==> config.mk <==
export PLATFORM = sky130hd
export DESIGN_NAME = pipelined_adder
export DESIGN_NICKNAME = d
export VERILOG_FILES = /design/src/rtl/pipelined_adder_pkg.sv /design/src/rtl/pipelined_adder_stage.sv /design/src/rtl/pipelined_adder.sv
export SDC_FILE = /design/constraint.sdc
export NUM_CORES = 1
export LEC_CHECK = 0
export CORE_MARGIN = 2
export CORE_UTILIZATION = 30
export CTS_CLUSTER_DIAMETER = 120
export DETAILED_ROUTE_END_ITERATION = 6
export PLACE_DENSITY = 0.54
export SKIP_LAST_GASP = 1
export SLEW_MARGIN = 20
export SYNTH_ARGS = -nofsm -noshare
export SYNTH_HDL_FRONTEND = slang
export SYNTH_SLANG_ARGS = --single-unit
export TNS_END_PERCENT = 5
==> constraint.sdc <==
create_clock -name clk -period 2.3 [get_ports clk]
set_clock_uncertainty 0.1 [all_clocks]
set_input_delay 0.69 -clock clk [delete_from_list [all_inputs] [get_ports clk]]
set_output_delay 0.69 -clock clk [all_outputs]
set_load 0.01 [all_outputs]
==> src/rtl/pipelined_adder_pkg.sv <==
// Shared constants and elaboration helpers for the sliced add/subtract pipeline.
package pipelined_adder_pkg;

    localparam logic ADD_OP = 1'b0;
    localparam logic SUB_OP = 1'b1;

    function automatic int ceil_div(input int num, input int den);
        return (den < 1) ? 1 : (num + den - 1) / den;
    endfunction

    function automatic int clog2_int(input int val);
        int r;
        r = 0;
        while ((1 << r) < val) r++;
        return r;
    endfunction

    function automatic int slice_lo(input int idx, input int chunk);
        return idx * chunk;
    endfunction

endpackage

==> src/rtl/pipelined_adder_stage.sv <==
// One CHUNK-bit slice of the adder: adds its slice with the incoming carry and
// registers carry, valid, the operands and the partially built result.
module pipelined_adder_stage
    import pipelined_adder_pkg::*;
#(
    parameter int WIDTH = 32,
    parameter int CHUNK = 8,
    parameter int IDX   = 0
) (
    input  logic             clk,
    input  logic             rst_n,
    input  logic             en,
    input  logic             in_valid,
    input  logic             in_carry,
    input  logic [WIDTH-1:0] in_a,
    input  logic [WIDTH-1:0] in_b,
    input  logic [WIDTH-1:0] in_s,
    output logic             out_valid,
    output logic             out_carry,
    output logic [WIDTH-1:0] out_a,
    output logic [WIDTH-1:0] out_b,
    output logic [WIDTH-1:0] out_s
);

    localparam int LO = slice_lo(IDX, CHUNK);

    logic [CHUNK:0]   sum;
    logic [WIDTH-1:0] s_next;

    always_comb begin
        sum    = {1'b0, in_a[LO +: CHUNK]} + {1'b0, in_b[LO +: CHUNK]}
               + {{CHUNK{1'b0}}, in_carry};
        s_next = in_s;
        s_next[LO +: CHUNK] = sum[CHUNK-1:0];
    end

    always_ff @(posedge clk or negedge rst_n) begin
        if (!rst_n) begin
            out_valid <= 1'b0;
            out_carry <= 1'b0;
            out_a     <= '0;
            out_b     <= '0;
            out_s     <= '0;
        end else if (en) begin
            out_valid <= in_valid;
            out_carry <= sum[CHUNK];
            out_a     <= in_a;
            out_b     <= in_b;
            out_s     <= s_next;
        end
    end

endmodule

==> src/rtl/pipelined_adder.sv <==
// WIDTH-bit add/subtract pipelined one CHUNK-bit slice per stage, with
// valid/ready flow control where every stage advances or holds together.
module pipelined_adder
    import pipelined_adder_pkg::*;
#(
    parameter int WIDTH = 32,
    parameter int CHUNK = 8
) (
    input  logic             clk,
    input  logic             rst_n,
    input  logic             in_valid,
    output logic             in_ready,
    input  logic [WIDTH-1:0] a,
    input  logic [WIDTH-1:0] b,
    input  logic             c_in,
    input  logic             sub,
    output logic             out_valid,
    input  logic             out_ready,
    output logic [WIDTH-1:0] s,
    output logic             c_out,
    output logic             ovf
);

    localparam int STAGES = ceil_div(WIDTH, CHUNK);

    generate
        if (CHUNK < 1 || (WIDTH % CHUNK) != 0) begin : g_bad_params
            $error("pipelined_adder: WIDTH must be a positive multiple of CHUNK");
        end
    endgenerate

    logic                          advance;
    logic [STAGES:0]               vld_pipe;
    logic [STAGES:0]               c_pipe;
    logic [STAGES:0][WIDTH-1:0]    a_pipe;
    logic [STAGES:0][WIDTH-1:0]    b_pipe;
    logic [STAGES:0][WIDTH-1:0]    s_pipe;

    assign advance  = !out_valid || out_ready;
    assign in_ready = advance;

    // Subtraction is a + ~b + ~borrow, so both inversions happen before stage 0.
    assign vld_pipe[0] = in_valid;
    assign c_pipe[0]   = (sub == SUB_OP) ? ~c_in : c_in;
    assign a_pipe[0]   = a;
    assign b_pipe[0]   = (sub == SUB_OP) ? ~b : b;
    assign s_pipe[0]   = '0;

    genvar k;
    generate
        for (k = 0; k < STAGES; k++) begin : g_stage
            pipelined_adder_stage #(
                .WIDTH (WIDTH),
                .CHUNK (CHUNK),
                .IDX   (k)
            ) u_stage (
                .clk       (clk),
                .rst_n     (rst_n),
                .en        (advance),
                .in_valid  (vld_pipe[k]),
                .in_carry  (c_pipe[k]),
                .in_a      (a_pipe[k]),
                .in_b      (b_pipe[k]),
                .in_s      (s_pipe[k]),
                .out_valid (vld_pipe[k+1]),
                .out_carry (c_pipe[k+1]),
                .out_a     (a_pipe[k+1]),
                .out_b     (b_pipe[k+1]),
                .out_s     (s_pipe[k+1])
            );
        end
    endgenerate

    assign out_valid = vld_pipe[STAGES];
    assign s         = s_pipe[STAGES];
    assign c_out     = c_pipe[STAGES];
    // Operand MSBs ride along with the beat so overflow needs no extra state.
    assign ovf       = (a_pipe[STAGES][WIDTH-1] == b_pipe[STAGES][WIDTH-1])
                    && (s_pipe[STAGES][WIDTH-1] != a_pipe[STAGES][WIDTH-1]);

endmodule

---- After elaboration in Yosys (flattened, before gate mapping) ----
Cells that the tools add are included.
word-level totals
  bits of input ports ..................... 70
  bits in registers ....................... 344
operators by class
  eq/ne operators ......................... 2
  mux-type cells .......................... 2
  reductions and logical operators ........ 3
  bitwise operators ....................... 2
  $add $sub $neg .......................... 8
operators with widths
  kind                                    count
  8-bit by 8-bit adder with 9-bit output  4
  9-bit by 1-bit adder with 9-bit output  4
  32-bit two-way mux                      1
  32-bit inverter                         1
  1-bit equality test                     1
  1-bit logical AND                       1
  1-bit logical NOT                       1
  1-bit logical OR                        1
  1-bit two-way mux                       1
  1-bit inequality test                   1
  1-bit inverter                          1

---- Logic depth before layout (Yosys ltp) ----
Gate-level depths: netlist of run 1.
  depth after elaboration ................. 4
  mapped depth ............................ 9
  depth with buffers taken out ............ 7

---- Hierarchy ----
A second synthesis of run 1 with hierarchy kept.
second synthesis, totals
  cell total of the unflattened synthesis .. 1088
  area total of the unflattened synthesis .. 16469.5 µm²
by module, submodules not included
  module                                       instances  seq. area each (µm²)  area an instance (µm²)  cells an instance
  pipelined_adder_stage at g_stage[2].u_stage  1          2452.4                4058.9                  261
  pipelined_adder_stage at g_stage[1].u_stage  1          2452.4                4026.4                  261
  pipelined_adder_stage at g_stage[3].u_stage  1          2452.4                4018.9                  261
  pipelined_adder_stage at g_stage[0].u_stage  1          2452.4                3978.8                  263
  pipelined_adder                              1          0.0                   386.6                   42

---- Worst setup path before layout of run 1 ----
OpenSTA, ideal clock, no wires.
  path type ............................... input -> register
  start point ............................. input sub
  end point ............................... register g_stage[0].u_stage.out_carry
  buffers on the path ..................... 2
  stages on the path ...................... 9
  setup slack ............................. -0.822 ns
  data arrival time ....................... 2.899 ns
  required time ........................... 2.076 ns
  cell sequence ........................... buf_2 buf_2 xor2_1 fa_1 fa_1 a211oi_2 nor2_1 o31a_1 o31a_1
on the way
  cells in the longest elaborated chain, start to end .. 3
ends and longest elaborated chain
  element                                   line                         source
  start, declared                           pipelined_adder.sv:16        input logic sub,
  32-bit two-way mux                        pipelined_adder.sv:46        assign b_pipe[0] = (sub == SUB_OP) ? ~b : b;
  8-bit by 8-bit adder with 9-bit output    pipelined_adder_stage.sv:31  sum = {1'b0, in_a[LO +: CHUNK]} + {1'b0, in_b[LO +: CHUNK]}
  9-bit by 1-bit adder with 9-bit output *  pipelined_adder_stage.sv:32  + {{CHUNK{1'b0}}, in_carry};
  end signal, assigned                      pipelined_adder_stage.sv:46  out_carry <= sum[CHUNK];
  end, declared                             pipelined_adder_stage.sv:19  output logic out_carry,
Mark *: on every way between the ends. The rest lies on a longest branch, timed or not.
A chain may end at the register's enable or synchronous reset.

---- Final worst setup path of run 1 ----
Ends and elaborated chain as after synthesis.

==> summary.txt, run 1 <==
Timing
  – Slew @ Worst Pin: 0.575 ns
  – Setup ws final: -0.0723 ns
  – Final Cycle Share: 1.03
  – Final slew viol count: 0
  – Post-route setup TNS: -0.108 ns
  – RSZ-0062 raised after global routing: yes
  – Hold Slack: 0.0930 ns
  – Rel. slew slack: 0.616
  – Final hold viol count: 0
  – Fin crit period: 2.37 ns
  – Setup violations, final: 2
  – Fmax: 422 MHz

Power and ir drop
  – Worst vdd ir: 0.000525 V
  – Switching Power: 5.27 mW
  – Int Pwr: 8.92 mW
  – Tot Pwr: 14.2 mW
  – LEAKAGE: 5.18 nW
  – Comb pwr share: 0.408
  – P per Cell Area: 1300 nW/um^2
  – Seq pwr share: 0.394
  – Clock power frac: 0.198
  – Switching Fraction: 0.372

Floorplan
  – Initial core utilization: 0.303
  – Rows: 62
  – # IOs: 106
  – Die height: 174 um
  – Die Width: 174 um
  – DIE AREA: 30200 um^2
  – Core Area: 28500 um^2

Detailed routing
  – Via count: 6413
  – DRT Pass-1 Iters: 4
  – WL/cell: 13.4 um
  – DR DRC count: 0
  – DRT Wirelength: 19.4 mm
  – Vias/cell: 4.43
  – ANT nets after route: 0
  – DRT iter0 DRCs: 379

Global routing
  – Vias in the first global route: 6338
  – GRT Util Overall: 0.134
  – Largest net degree at the start of global routing: 80
  – Grt ovf: 0
  – Initial antenna violation count: 0
  – First-pass GRT wire length: 32.6 mm

Clock network
  – Worst-Skew Late Latency: 0.43 ns
  – Clock-pin slew on the worst setup and hold paths: 0.07 ns
  – CTS Buf Count: 17
  – Sink Count: 186
  – CTS tree: done
  – CTS Buffer Depth: 2
  – CTS H-tree depth: 4
  – Root Driver: clkbuf_16

Outcome
  – Violated checks: negative setup slack
  – Status: complete, but fails checks

Place
  – Post-DP HPWL: 13.3 mm
  – Port bufs: 105
  – RePlAce Congestion: 0.776
  – Cells after DPL: 1414
  – Dpl ws: -0.873 ns

Synth
  – Yosys reg bits: 186
  – Yosys warnings: 0
  – Post-synthesis cell type count: 39
  – Synth Area per Inst: 9.26 um^2
  – Post-synthesis sequential area ratio: 0.537
  – Post-synthesis instance area: 8660 um^2
  – Syn_nets: 1041
  – Post-synthesis cell count: 935

Final layout
  – Antenna Diode Count: 0
  – Fin cells: 1449
  – P&R area growth vs syn: 26.4%
  – # nets final: 1158
  – Share of cells above drive strength 1: 0.0864

Worst setup path
  – Setup CP Type: input pin to flop
  – Crit-path cells: buf_12, xor2_4, fa_2, fa_2, a211oi_2, nor2_1, o31a_1, o31a_1
  – Critical-path top delay cell: fa_2
  – Crit path arrival time: 2.58 ns
  – Nature of the critical path endpoint: flop
  – Max stage delay on crit path: 0.38 ns
  – Crit-path max FO: 3
  – Critical path's top delay family: compound AO/OA/AOI/OAI gates
  – WP data required: 2.51 ns
  – Worst setup SP type: input pin
  – Buffer and inverter count on the worst path: 1

Hold path
  – HP Class: input pin to async pin

Flow run
  – Max-Cap Viols: 0
==> logic make-up (layout without fill, tap and decap cells) <==
logic type,after synthesis,after routing,share of synthesized area
multiplexers,7,7,0.00809
buffers and inverters,52,182,0.0303
AND/OR/NAND/NOR,496,496,0.235
adder cells (fa/ha/maj),36,36,0.0589
AO/OA/AOI/OAI,121,121,0.0932
XOR/XNOR,37,37,0.0374
flip-flops,186,186,0.537
==> power by group through the flow <==
stage	combinational (mW)	clock, mW	sequential, mW
after global routing	6.62	3.06	5.80
after CTS	5.86	2.92	5.62
after floorplan	3.83	0	5.55
after global placement	5.74	0	5.64
final	5.79	2.81	5.59
after detailed placement	5.83	0	5.67
==> Yosys cell counts <==
library cell | instances | area (um^2)
a211o_1 | 1 | 8.76
a211oi_1 | 16 | 120
a211oi_2 | 3 | 37.5
a21o_1 | 8 | 60.1
a21oi_1 | 6 | 30.0
a221o_1 | 1 | 10.0
a221oi_1 | 4 | 35.0
and3_1 | 1 | 6.26
buf_2 | 42 | 210
buf_6 | 2 | 22.5
clkbuf_1 | 3 | 11.3
dfrtp_1 | 186 | 4650
fa_1 | 8 | 160
ha_1 | 28 | 350
inv_1 | 4 | 15.0
inv_2 | 1 | 3.75
mux2i_1 | 7 | 70.1
nand2_1 | 435 | 1630
nand2b_1 | 7 | 43.8
nand3_1 | 4 | 20.0
nor2_1 | 7 | 26.3
nor2b_1 | 1 | 6.26
nor2b_4 | 1 | 13.8
nor3_1 | 9 | 45.0
nor3b_1 | 20 | 150
nor4_1 | 2 | 12.5
nor4b_1 | 3 | 26.3
o2111ai_1 | 1 | 8.76
o21a_1 | 5 | 37.5
o21a_2 | 1 | 8.76
o21ai_0 | 50 | 250
o21bai_1 | 7 | 52.6
o22a_1 | 3 | 26.3
o31a_1 | 7 | 61.3
o31ai_1 | 8 | 60.1
or3_1 | 3 | 18.8
or4b_1 | 3 | 30.0
xnor2_1 | 27 | 236
xor2_1 | 10 | 87.6
==> worst register-to-register path, cell delays in order, from the launching register on <==
cell      delay (ns)
dfrtp_1         0.43
fa_2            0.40
fa_2            0.39
a211oi_2        0.26
nor2_1          0.10
o31a_1          0.27
o31a_1          0.28
==> per-stage QoR <==
step,area (um^2),utilization
after detailed placement,10300,0.361
after CTS,10900,0.381
final,10900,0.383
after floorplan,8670,-
after global routing,10900,0.383
after global placement,10300,0.361
==> flip-flops by register name (all words and copies together) (netlist names) <==
name                       flops
g_stage.u_stage.out_s         80
g_stage.u_stage.out_a         49
g_stage.u_stage.out_b         49
g_stage.u_stage.out_carry      4
g_stage.u_stage.out_valid      4
==> metal layers <==
layer	vias up	share of wire	GRT usage	wire [um]
met4	0	0.0093	0.0326	181
met2	86	0.46	0.211	8930
met3	11	0.031	0.0269	596
met5	-	0	0	0
met1	3025	0.50	0.190	9650
li1	3291	-	-	-
==> final cells by class <==
class | instances | area (um^2)
Inverter | 5 | 21.3
Timing Repair Buffer | 145 | 1440
Fill cell | 2950 | 17600
Sequential cell | 186 | 4660
Clock buffer | 17 | 425
Multi-Input combinational cell | 697 | 3790
Tap cell | 384 | 480
Clock inverter | 15 | 131
==> repair_timing <==
action,4_1_cts,5_1_grt
gates resized for setup,13,13
setup buffers,1,2
endpoints found under the setup margin,11,13
pin swaps,6,10
hold buffers,0,0
==> placed cells by master (no fill, tap or decap), drive strengths merged, types with 8 or more instances in the layout <==
| cell | count |
|---|---|
| xor2 | 10 |
| o21ai | 50 |
| inv | 14 |
| nor3b | 20 |
| buf | 42 |
| xnor2 | 27 |
| a21o | 8 |
| o31ai | 8 |
| clkdlybuf4s50 | 97 |
| ha | 28 |
| fa | 8 |
| a211oi | 19 |
| clkbuf | 19 |
| dfrtp | 186 |
| nor3 | 9 |
| nand2 | 435 |
==> path summary, 6_finish.rpt <==
kind / from / endpoint / cells after the start / slack [ns]
max: sub / g_stage[0].u_stage.out_carry / 8 / -0.07
min: rst_n / g_stage[2].u_stage.out_s[0] / 1 / 0.09
max reg2reg: g_stage[2].u_stage.out_b[24] / g_stage[3].u_stage.out_carry / 6 / -0.04
min reg2reg: g_stage[2].u_stage.out_valid / g_stage[2].u_stage.out_valid / 2 / 0.36
max in group asynchronous: rst_n / g_stage[3].u_stage.out_s[31] / 2 / 1.35
min in group clk: g_stage[2].u_stage.out_valid / g_stage[2].u_stage.out_valid / 2 / 0.36
(Power assumes the default switching activity.)
==> run 2: changes to the inputs <==
--- a/config.mk
+++ b/config.mk
@@ -5,11 +5,10 @@
 export SDC_FILE = /design/constraint.sdc
 export NUM_CORES = 1
 export LEC_CHECK = 0
-export CORE_MARGIN = 2
-export CORE_UTILIZATION = 30
+export CORE_UTILIZATION = 35
 export CTS_CLUSTER_DIAMETER = 120
 export DETAILED_ROUTE_END_ITERATION = 6
-export PLACE_DENSITY = 0.54
+export PLACE_DENSITY = 0.6
 export SKIP_LAST_GASP = 1
 export SLEW_MARGIN = 20
 export SYNTH_ARGS = -nofsm -noshare
==> run 2 against run 1 <==
Against the previous run: power grew 2.3%; the flow still finishes with violations (negative setup slack); routed wire length shrank 4.9%; register-to-register slack lost 0.03 ns; combinational power grew 0.9%; non-clock buffer count grew 4; hold slack gained 0.029 ns; first-iteration DRC count grew 2.9%; sequential power is essentially flat; setup slack lost 0.038 ns; die area shrank 16%; highest routed layer unchanged.
==> summary.txt, run 2 (same netlist as run 1, synthesis figures left out) <==
Outcome
  – Status: complete, but fails checks
  – Violated checks: negative setup slack

Worst setup path
  – WP data required: 1.51 ns
  – Crit-path cells: clkdlybuf4s50_1, nor2b_4, inv_4, dlygate4sd2_1
  – Worst setup SP type: input pin
  – Crit-path max FO: 2
  – Nature of the critical path endpoint: output pin
  – Max stage delay on crit path: 0.45 ns
  – Worst R2R Start: g_stage[2].u_stage.out_a[24]
  – Setup CP Type: input pin to output pin
  – Crit path arrival time: 1.62 ns
  – Reg2Reg Depth: 6
  – R2r endpoint: g_stage[3].u_stage.out_carry
  – R2R Setup Slk: -0.07 ns
  – Critical-path top delay cell: clkdlybuf4s50_1

Power and ir drop
  – P per Cell Area: 1330 nW/um^2
  – Tot Pwr: 14.5 mW
  – Worst vdd ir: 0.000585 V
  – LEAKAGE: 5.22 nW

Global routing
  – Vias in the first global route: 6226
  – GRT Util Overall: 0.154
  – Grt ovf: 0
  – First-pass GRT wire length: 31.5 mm
  – Initial antenna violation count: 0
  – Largest net degree at the start of global routing: 89

Timing
  – Fin crit period: 2.41 ns
  – Setup ws final: -0.111 ns
  – Final hold viol count: 0
  – Slew @ Worst Pin: 0.470 ns
  – Final Cycle Share: 1.05
  – Final slew viol count: 0
  – Fmax: 415 MHz
  – Post-route setup TNS: -0.348 ns
  – Setup violations, final: 7
  – Rel. slew slack: 0.686
  – RSZ-0062 raised after global routing: yes

Detailed routing
  – DR DRC count: 0
  – DRT Pass-1 Iters: 6
  – WL/cell: 13.2 um
  – ANT nets after route: 0
  – Via count: 6396
  – DRT iter0 DRCs: 390
  – Vias/cell: 4.59
  – DRT Wirelength: 18.4 mm

Floorplan
  – Die Width: 159 um
  – Core Area: 24300 um^2
  – Rows: 57
  – # IOs: 106
  – DIE AREA: 25400 um^2
  – Die height: 159 um
  – Initial core utilization: 0.356

Place
  – Port bufs: 105
  – RePlAce Congestion: 0.786
  – Dpl ws: -0.815 ns
  – Post-DP HPWL: 12.5 mm

Clock network
  – Clock-pin slew on the worst setup and hold paths: 0.07 ns
  – CTS Buf Count: 17
  – CTS Buffer Depth: 2
  – Worst-Skew Late Latency: 0.43 ns
  – CTS H-tree depth: 4
  – CTS tree: done
  – Root Driver: clkbuf_16
  – Sink Count: 186
  – Hold-fix buffer count after cts: 0

Hold path
  – HP Class: input pin to async pin

Final layout
  – Most frequent cells in the layout: nand2_1 (435), dfrtp_1 (185), clkdlybuf4s50_1 (98)
  – # nets final: 1162
  – Commonest non-fill, non-tap cell in the layout: nand2_1
  – Max reg flops: 80
  – Final Core Density: 0.450
  – P&R area growth vs syn: 26.4%
  – Most flops, register: g_stage.u_stage.out_s
  – Antenna Diode Count: 0
  – Largest registers: g_stage.u_stage.out_s (80), g_stage.u_stage.out_a (49), g_stage.u_stage.out_b (49)
  – Share of cells above drive strength 1: 0.0889

Flow run
  – Max-Cap Viols: 0
-- run 2: layer usage --
metal  track usage  part of all wire
met1         0.215              0.49
met2         0.243              0.47
met3        0.0305             0.027
met4        0.0433             0.012
met5             0                 0
-- run 2: what timing repair did --
item,in CTS,in global routing
gates resized for setup,12,7
endpoints found under the hold margin,0,0
pin swaps,7,9
buffers inserted,4,2
endpoints found under the setup margin,12,28
-- run 2: final cells by class --
class                   count  area [um^2]
repair buffers            149         1460
inverters                   5         21.3
flip-flops and latches    186         4660
clock inverters            14          185
fillers                  2438        13400
multi-input cells         697         3780
clock buffers              18          439
well taps                 324          405
-- run 2: how the worst max path moves through the flow --
stage | start | cells past startpoint | slack, ns | end
after global routing | b[0] | 8 | -0.16 | g_stage[0].u_stage.out_carry
after global placement | b[0] | 8 | -0.79 | g_stage[0].u_stage.out_carry
final | out_ready | 4 | -0.11 | in_ready
after CTS | c_in | 8 | -0.20 | g_stage[0].u_stage.out_carry
after detailed placement | b[0] | 8 | -0.82 | g_stage[0].u_stage.out_carry
after floorplan | sub | 9 | -0.66 | g_stage[0].u_stage.out_carry
-- run 2: report_power, final --
part | leakage, nW | switching (mW) | internal, mW
Combinational | 2.67 | 3.06 | 2.78
Sequential | 2.25 | 0.850 | 4.74
Clock | 0.302 | 1.33 | 1.77
Total | 5.22 | 5.24 | 9.29
-- run 2: critical path, delay by kind of cell --
| kind | cells | cell delay [ns] |
|---|---|---|
| buffers and inverters | 3 | 0.77 |
| and+or+nand+nor | 1 | 0.16 |
-- run 2: metrics by stage --
step | hold slack, ns | cells | instance area [um^2]
2_1_floorplan | 0.294 | 935 | 8670
3_3_place_gp | 0.341 | 1355 | 10300
3_5_place_dp | 0.355 | 1355 | 10300
4_1_cts | 0.125 | 1391 | 10900
5_1_grt | 0.140 | 1393 | 10900
6_report | 0.122 | 1393 | 10900
==> run 3: changes to the inputs <==
--- a/config.mk
+++ b/config.mk
@@ -5,6 +5,8 @@
 export SDC_FILE = /design/constraint.sdc
 export NUM_CORES = 1
 export LEC_CHECK = 0
+export ABC_CLOCK_PERIOD_IN_PS = 2300
+export CAP_MARGIN = 30
 export CORE_UTILIZATION = 35
 export CTS_CLUSTER_DIAMETER = 120
 export DETAILED_ROUTE_END_ITERATION = 6
==> results of run 3 <==
Same layout as run 2: the final DEF is identical, and so are final timing and power.
